===== src/rtl/uart_tx_drain_pkg.sv =====
// Shared definitions for the UART TX drain block: FSM state encoding and frame width.
package uart_tx_drain_pkg;

  localparam int UART_DATA_WIDTH = 8;

  typedef enum logic [1:0] {
    ST_IDLE  = 2'd0,
    ST_START = 2'd1,
    ST_DATA  = 2'd2,
    ST_STOP  = 2'd3
  } state_t;

endpackage


===== src/rtl/uart_baud_gen.sv =====
// Bit-period generator: down-counter that captures the divisor at frame start and
// pulses o_bit_tick in the final cycle of every bit period.
module uart_baud_gen #(
  parameter int DIV_WIDTH = 16
) (
  input  logic                 i_clk,
  input  logic                 i_rst_n,
  input  logic                 i_load,
  input  logic [DIV_WIDTH-1:0] i_div,
  input  logic                 i_run,
  output logic                 o_bit_tick,
  output logic [DIV_WIDTH-1:0] o_cnt_nxt
);

  logic [DIV_WIDTH-1:0] r_div_q;
  logic [DIV_WIDTH-1:0] r_cnt;
  logic [DIV_WIDTH-1:0] w_cnt_nxt;
  logic                 w_zero;

  assign w_zero     = (r_cnt == {DIV_WIDTH{1'b0}});
  assign o_bit_tick = i_run && w_zero;
  assign o_cnt_nxt  = w_cnt_nxt;

  // Next count: load at frame start, reload on each bit boundary, else count down.
  always_comb begin
    w_cnt_nxt = r_cnt;
    if (i_load) begin
      w_cnt_nxt = i_div;
    end else if (i_run) begin
      if (w_zero) begin
        w_cnt_nxt = r_div_q;
      end else begin
        w_cnt_nxt = r_cnt - DIV_WIDTH'(1'b1);
      end
    end else begin
      w_cnt_nxt = r_cnt;
    end
  end

  // Counter and latched divisor registers.
  always_ff @(posedge i_clk) begin
    if (!i_rst_n) begin
      r_cnt   <= {DIV_WIDTH{1'b0}};
      r_div_q <= {DIV_WIDTH{1'b0}};
    end else begin
      r_cnt <= w_cnt_nxt;
      if (i_load) begin
        r_div_q <= i_div;
      end
    end
  end

endmodule


===== src/rtl/uart_tx_drain.sv =====
// UART transmitter draining a TX FIFO: pops one byte per frame and serialises it
// as start bit, LSB-first data and STOP_BITS stop bits on o_tx.
module uart_tx_drain
  import uart_tx_drain_pkg::*;
#(
  parameter int DATA_WIDTH = UART_DATA_WIDTH,
  parameter int DIV_WIDTH  = 16,
  parameter int STOP_BITS  = 1
) (
  input  logic                  i_clk,
  input  logic                  i_rst_n,
  input  logic                  i_enable,
  input  logic [DIV_WIDTH-1:0]  i_baud_div,
  input  logic                  i_fifo_empty,
  input  logic [DATA_WIDTH-1:0] i_fifo_dout,
  output logic                  o_fifo_rd_en,
  output logic                  o_tx,
  output logic                  o_busy,
  output logic                  o_tx_done
);

  localparam int              CNT_W     = $clog2(DATA_WIDTH) + 1;
  localparam logic [CNT_W-1:0] LAST_BIT  = CNT_W'(DATA_WIDTH - 1);
  localparam logic [1:0]       LAST_STOP = 2'(STOP_BITS - 1);

  state_t                r_state;
  state_t                w_state_nxt;
  logic [DATA_WIDTH-1:0] r_shift;
  logic [DATA_WIDTH-1:0] w_shift_nxt;
  logic [CNT_W-1:0]      r_bit_cnt;
  logic [CNT_W-1:0]      w_bit_cnt_nxt;
  logic [1:0]            r_stop_cnt;
  logic [1:0]            w_stop_cnt_nxt;

  logic                  r_tx;
  logic                  r_rd_en;
  logic                  r_busy;
  logic                  r_done;
  logic                  w_tx_nxt;
  logic                  w_rd_en_nxt;
  logic                  w_busy_nxt;
  logic                  w_done_nxt;

  logic                  w_start;
  logic                  w_run;
  logic                  w_tick;
  logic [DIV_WIDTH-1:0]  w_cnt_nxt;

  assign w_start = (r_state == ST_IDLE) && i_enable && !i_fifo_empty;
  assign w_run   = (r_state != ST_IDLE);

  uart_baud_gen #(
    .DIV_WIDTH (DIV_WIDTH)
  ) u_baud_gen (
    .i_clk      (i_clk),
    .i_rst_n    (i_rst_n),
    .i_load     (w_start),
    .i_div      (i_baud_div),
    .i_run      (w_run),
    .o_bit_tick (w_tick),
    .o_cnt_nxt  (w_cnt_nxt)
  );

  // State, shift register and bit/stop counters.
  always_ff @(posedge i_clk) begin
    if (!i_rst_n) begin
      r_state    <= ST_IDLE;
      r_shift    <= {DATA_WIDTH{1'b0}};
      r_bit_cnt  <= {CNT_W{1'b0}};
      r_stop_cnt <= 2'd0;
    end else begin
      r_state    <= w_state_nxt;
      r_shift    <= w_shift_nxt;
      r_bit_cnt  <= w_bit_cnt_nxt;
      r_stop_cnt <= w_stop_cnt_nxt;
    end
  end

  // Next-state logic; the shifter advances one bit per bit tick.
  always_comb begin
    w_state_nxt    = r_state;
    w_shift_nxt    = r_shift;
    w_bit_cnt_nxt  = r_bit_cnt;
    w_stop_cnt_nxt = r_stop_cnt;
    case (r_state)
      ST_IDLE: begin
        if (w_start) begin
          w_state_nxt = ST_START;
          w_shift_nxt = i_fifo_dout;
        end else begin
          w_state_nxt = ST_IDLE;
        end
      end
      ST_START: begin
        if (w_tick) begin
          w_state_nxt   = ST_DATA;
          w_bit_cnt_nxt = {CNT_W{1'b0}};
          w_shift_nxt   = {1'b0, r_shift[DATA_WIDTH-1:1]};
        end else begin
          w_state_nxt = ST_START;
        end
      end
      ST_DATA: begin
        if (w_tick) begin
          if (r_bit_cnt == LAST_BIT) begin
            w_state_nxt    = ST_STOP;
            w_stop_cnt_nxt = 2'd0;
          end else begin
            w_bit_cnt_nxt = r_bit_cnt + CNT_W'(1'b1);
            w_shift_nxt   = {1'b0, r_shift[DATA_WIDTH-1:1]};
          end
        end else begin
          w_state_nxt = ST_DATA;
        end
      end
      ST_STOP: begin
        if (w_tick) begin
          if (r_stop_cnt == LAST_STOP) begin
            w_state_nxt = ST_IDLE;
          end else begin
            w_stop_cnt_nxt = r_stop_cnt + 2'd1;
          end
        end else begin
          w_state_nxt = ST_STOP;
        end
      end
      default: begin
        w_state_nxt = ST_IDLE;
      end
    endcase
  end

  // Next values of the registered outputs; tx_done marks the final stop-bit cycle.
  always_comb begin
    w_tx_nxt    = 1'b1;
    w_rd_en_nxt = 1'b0;
    w_busy_nxt  = (w_state_nxt != ST_IDLE);
    w_done_nxt  = (w_state_nxt == ST_STOP) && (w_cnt_nxt == {DIV_WIDTH{1'b0}}) &&
                  (w_stop_cnt_nxt == LAST_STOP);
    case (r_state)
      ST_IDLE: begin
        if (w_start) begin
          w_tx_nxt    = 1'b0;
          w_rd_en_nxt = 1'b1;
        end else begin
          w_tx_nxt    = 1'b1;
          w_rd_en_nxt = 1'b0;
        end
      end
      ST_START: begin
        if (w_tick) begin
          w_tx_nxt = r_shift[0];
        end else begin
          w_tx_nxt = 1'b0;
        end
      end
      ST_DATA: begin
        if (w_tick) begin
          if (r_bit_cnt == LAST_BIT) begin
            w_tx_nxt = 1'b1;
          end else begin
            w_tx_nxt = r_shift[0];
          end
        end else begin
          w_tx_nxt = r_tx;
        end
      end
      ST_STOP: begin
        w_tx_nxt = 1'b1;
      end
      default: begin
        w_tx_nxt = 1'b1;
      end
    endcase
  end

  // Output registers.
  always_ff @(posedge i_clk) begin
    if (!i_rst_n) begin
      r_tx    <= 1'b1;
      r_rd_en <= 1'b0;
      r_busy  <= 1'b0;
      r_done  <= 1'b0;
    end else begin
      r_tx    <= w_tx_nxt;
      r_rd_en <= w_rd_en_nxt;
      r_busy  <= w_busy_nxt;
      r_done  <= w_done_nxt;
    end
  end

  assign o_tx         = r_tx;
  assign o_fifo_rd_en = r_rd_en;
  assign o_busy       = r_busy;
  assign o_tx_done    = r_done;

endmodule


===== config.mk =====
export PLATFORM = sky130hd
export DESIGN_NAME = uart_tx_drain
export DESIGN_NICKNAME = d
export VERILOG_FILES = /design/src/rtl/uart_tx_drain_pkg.sv /design/src/rtl/uart_baud_gen.sv /design/src/rtl/uart_tx_drain.sv
export SDC_FILE = /design/constraint.sdc
export NUM_CORES = 1
export LEC_CHECK = 0
export ABC_AREA = 1
export CORE_MARGIN = 2
export CORE_UTILIZATION = 26
export CTS_BUF_LIST = sky130_fd_sc_hd__clkbuf_8
export CTS_CLUSTER_DIAMETER = 80
export DETAILED_ROUTE_END_ITERATION = 10
export PLACE_DENSITY = 0.49
export SLEW_MARGIN = 20
export SYNTH_ARGS = -nofsm -noshare
export SYNTH_HDL_FRONTEND = slang
export SYNTH_SLANG_ARGS = --single-unit

===== constraint.sdc =====
create_clock -name i_clk -period 2.1 [get_ports i_clk]
set_clock_uncertainty 0.1 [all_clocks]
set_input_delay 0.21 -clock i_clk [delete_from_list [all_inputs] [get_ports i_clk]]
set_output_delay 0.21 -clock i_clk [all_outputs]
set_load 0.01 [all_outputs]

==> key figures <==
Status
  • Status: completed

Setup path
  • Largest stage delay, worst path: 0.35 ns
  • CP endpoint kind: flop
  • Crit-path slowest cell: dfxtp_2
  • WP data arrival: 2.18 ns
  • Worst-path fanout max: 6
  • Crit path cell chain: inv_2, ha_4, nand2_4, nor2_4, clkinvlp_4, buf_6, buf_4, o211ai_1, nand2_1, nor2_1, nand2_1, nor2_1
  • Crit Path Class: reg -> reg
  • Crit path launch type: flop
  • Worst EP required: 2.27 ns

Clocking
  • Worst-Skew Late Latency: 0.33 ns
  • Total CTS buffers: 5
  • Hold-fix buffers, CTS: 0
  • H-tree depth: 2
  • Clock buffer depth: 2
  • Clk pin slew, worst setup/hold paths: 0.11 ns
  • CTS tree: built
  • Root buf cell: clkbuf_8
  • Clk sink count: 52

Place
  • Detailed Place HPWL: 6740 microns
  • Final Wtd Congestion: 0.877
  • Post-Place Cell Area: 0.00373 sq mm
  • Placed cells: 657
  • Port bufs: 31

Final layout
  • Area delta synth->final: 42.8%
  • Layout cells sized above 1: 0.256
  • Number of diodes: 0
  • Fillers: 1196
  • Finished Layout Cells: 698
  • Design area: 0.00438 sq mm
  • # nets final: 591

Floorplan
  • Die height: 113 microns
  • Die width: 113 microns
  • Initial Util: 0.267
  • Io pins: 32
  • Row count: 39
  • Die area: 0.0127 sq mm
  • Core area: 0.0115 sq mm

Power
  • Sequential share of power: 0.403
  • Power per Cell Area: 606 mW/mm^2
  • Clock share of power: 0.290
  • Internal: 1.78 mW
  • Net Sw Frac: 0.330
  • VDD IR max: 0.341 mV
  • Tot Pwr: 2.65 mW
  • Switching Power: 874 uW
  • Leakage: 1.88 nW
  • Comb power frac: 0.307

Flow run
  • Maxcap violations: 0

Global route
  • Largest net degree at the start of global routing: 40
  • Met1 GRT Util: 0.203
  • Antenna violations before repair: 0
  • Grt met3 use: 0.0270
  • Most Crowded Layer GR: met2
  • Met2 Track Usage GR: 0.249
  • Vias in the first global route: 3192
  • Global-route wire length before repair: 15500 microns
  • GRT Overall Usage: 0.152
  • Grt ovf: 0

Synthesis
  • FF+latch count, synth: 52
  • Top cells by area, synth: dfxtp_1, nand2_1, nor2_1
  • Syn nets: 507
  • Yosys warning total: 0
  • Post-synth EDFFs: 0
  • Post-synthesis cell type count: 36
  • Post-Syn Area: 0.00307 sq mm
  • Share of the yosys chip area belonging to registers: 0.340
  • Post-Syn Instances: 470
  • Synthesized area per cell: 6.52 sq um
  • Synth top area share: 0.340
  • Asr flop ratio synth: 0
  • Synth Flop Type: dfxtp_1
  • Area leader, netlist: dfxtp_1
  • Top cells by count, synth: nand2_1, nor2_1, dfxtp_1
  • Count leader, synth: nand2_1

Worst hold path
  • HP Class: in -> reg

Timing
  • Final setup vio count: 0
  • Fmax: 496 MHz
  • Max Slew Vio Count: 0
  • Slew @ Worst Pin: 0.287 ns
  • Setup TNS: 0 ns
  • Normalized max-slew margin: 0.808
  • Post-route clock period utilization: 0.959
  • Final hold vios: 0
  • Fin crit period: 2.01 ns

Detailed routing
  • DRC Markers: 0
  • Via density: 4.80
  • Via Count: 3350
  • Routed wire per std cell: 14.8 microns
  • DR iter-0 viols: 168
  • WL final: 10300 microns
  • Routed Antenna Nets: 0
  • DRT Pass-1 Iters: 4
[path summary, 6_finish.rpt]
| path | startpoint | end | slack, ns | cells past startpoint |
|---|---|---|---|---|
| max reg2reg | r_state[1]$_SDFF_PN0_ | o_tx_done$_SDFF_PN0_ | 0.09 | 12 |
| min reg2reg | u_baud_gen.r_div_q[12]$_SDFFE_PN0P_ | u_baud_gen.r_div_q[12]$_SDFFE_PN0P_ | 0.37 | 2 |
| min | i_fifo_dout[3] | r_shift[3]$_SDFFE_PN0P_ | 0.34 | 3 |
| max | r_state[1]$_SDFF_PN0_ | o_tx_done$_SDFF_PN0_ | 0.09 | 12 |
[final cells by class]
class,count,area (sq um),share of cell area
clock buffer,6,82.6,0.0189
clock inverter,2,38.8,0.00886
multi-input combinational,355,1960,0.449
inverter,49,193,0.0440
tap,143,179,0.0409
timing repair buffer,90,853,0.195
timing repair inverter,1,7.51,0.00171
sequential,52,1060,0.242
[per-stage QoR]
| stage | util | setup slack [ns] | hold WS [ns] |
|---|---|---|---|
| 6_report | 0.382 | 0.0856 | 0.345 |
| 5_1_grt | 0.382 | -0.0578 | 0.351 |
| 4_1_cts | 0.340 | 0.00940 | 0.338 |
| 3_5_place_dp | 0.325 | -0.0468 | 0.354 |
| 3_3_place_gp | 0.325 | -0.0276 | 0.350 |
| 2_1_floorplan | - | 0.124 | 0.270 |
[placed cells by master, fill, tap and decap left out, types with 2 or more instances in the layout]
cell / n
inv_4: 2
a21boi_2: 3
dfxtp_1: 43
o211ai_1: 2
o21ai_0: 21
nand4_1: 5
inv_2: 7
inv_1: 39
nand3b_1: 2
nand3_1: 39
ha_4: 3
clkdlybuf4s50_1: 31
ha_1: 6
nand2_1: 121
nor2_2: 14
o21a_1: 2
nand2_2: 8
buf_12: 4
nor2_1: 47
a21oi_1: 37
o21ai_1: 3
buf_4: 49
nand2_4: 4
clkinvlp_4: 2
nor2_8: 3
nand3_2: 4
clkbuf_16: 2
xor2_1: 2
dfxtp_2: 6
dfxtp_4: 3
nor2_4: 11
buf_6: 4
clkbuf_8: 6
nor3_1: 2
a31oi_1: 7
[worst max-delay path: cells and delay by family (launching register included)]
family	cells	cell delay, ns
buffers and inverters	4	0.62
and+or+nand+nor	6	0.60
DFF	1	0.35
adders and majority gates	1	0.18
AOI/OAI and AO/OA	1	0.11
[timing repair]
| item | CTS | global route |
|---|---|---|
| pin swaps | 0 | 25 |
| setup buffers | 1 | 26 |
| gates cloned | 2 | 4 |
| resized for setup | 6 | 73 |
| endpoints found under the hold margin | 0 | 0 |
| setup endpoints to repair | 10 | 14 |
[layer usage]
layer  up-vias  wire, microns  part of all wire
li1       1682              -                 -
met5         -              0                 0
met2        95           4770              0.46
met1      1554           4780              0.46
met4         0            248             0.024
met3        19            506             0.049
[cell families after synthesis]
logic type                 Yosys count  synth area share
xor gates and xnor gates             2           0.00572
and+or+nand+nor                    262             0.385
DFF                                 52             0.340
buffers and inverters               66            0.0886
AOI/OAI and AO/OA                   79             0.144
adders and majority gates            9            0.0367
[power groups by stage]
stage	Sequential [mW]	Clock [mW]	Combinational (mW)
after floorplan	1.08	0	0.400
final	1.07	0.770	0.813
after CTS	1.06	0.791	0.638
after global placement	1.09	0	0.620
after detailed placement	1.09	0	0.619
after global routing	1.07	0.834	0.890
[flip-flops by register name, summed over array words and instances, names as in the netlist]
| register | cells |
|---|---|
| u_baud_gen.r_div_q | 16 |
| r_state | 2 |
| o_busy | 1 |
| r_stop_cnt | 2 |
| u_baud_gen.r_cnt | 16 |
| o_fifo_rd_en | 1 |
| r_shift | 8 |
| o_tx | 1 |
| r_bit_cnt | 4 |
| o_tx_done | 1 |
(Power assumes the default switching activity.)
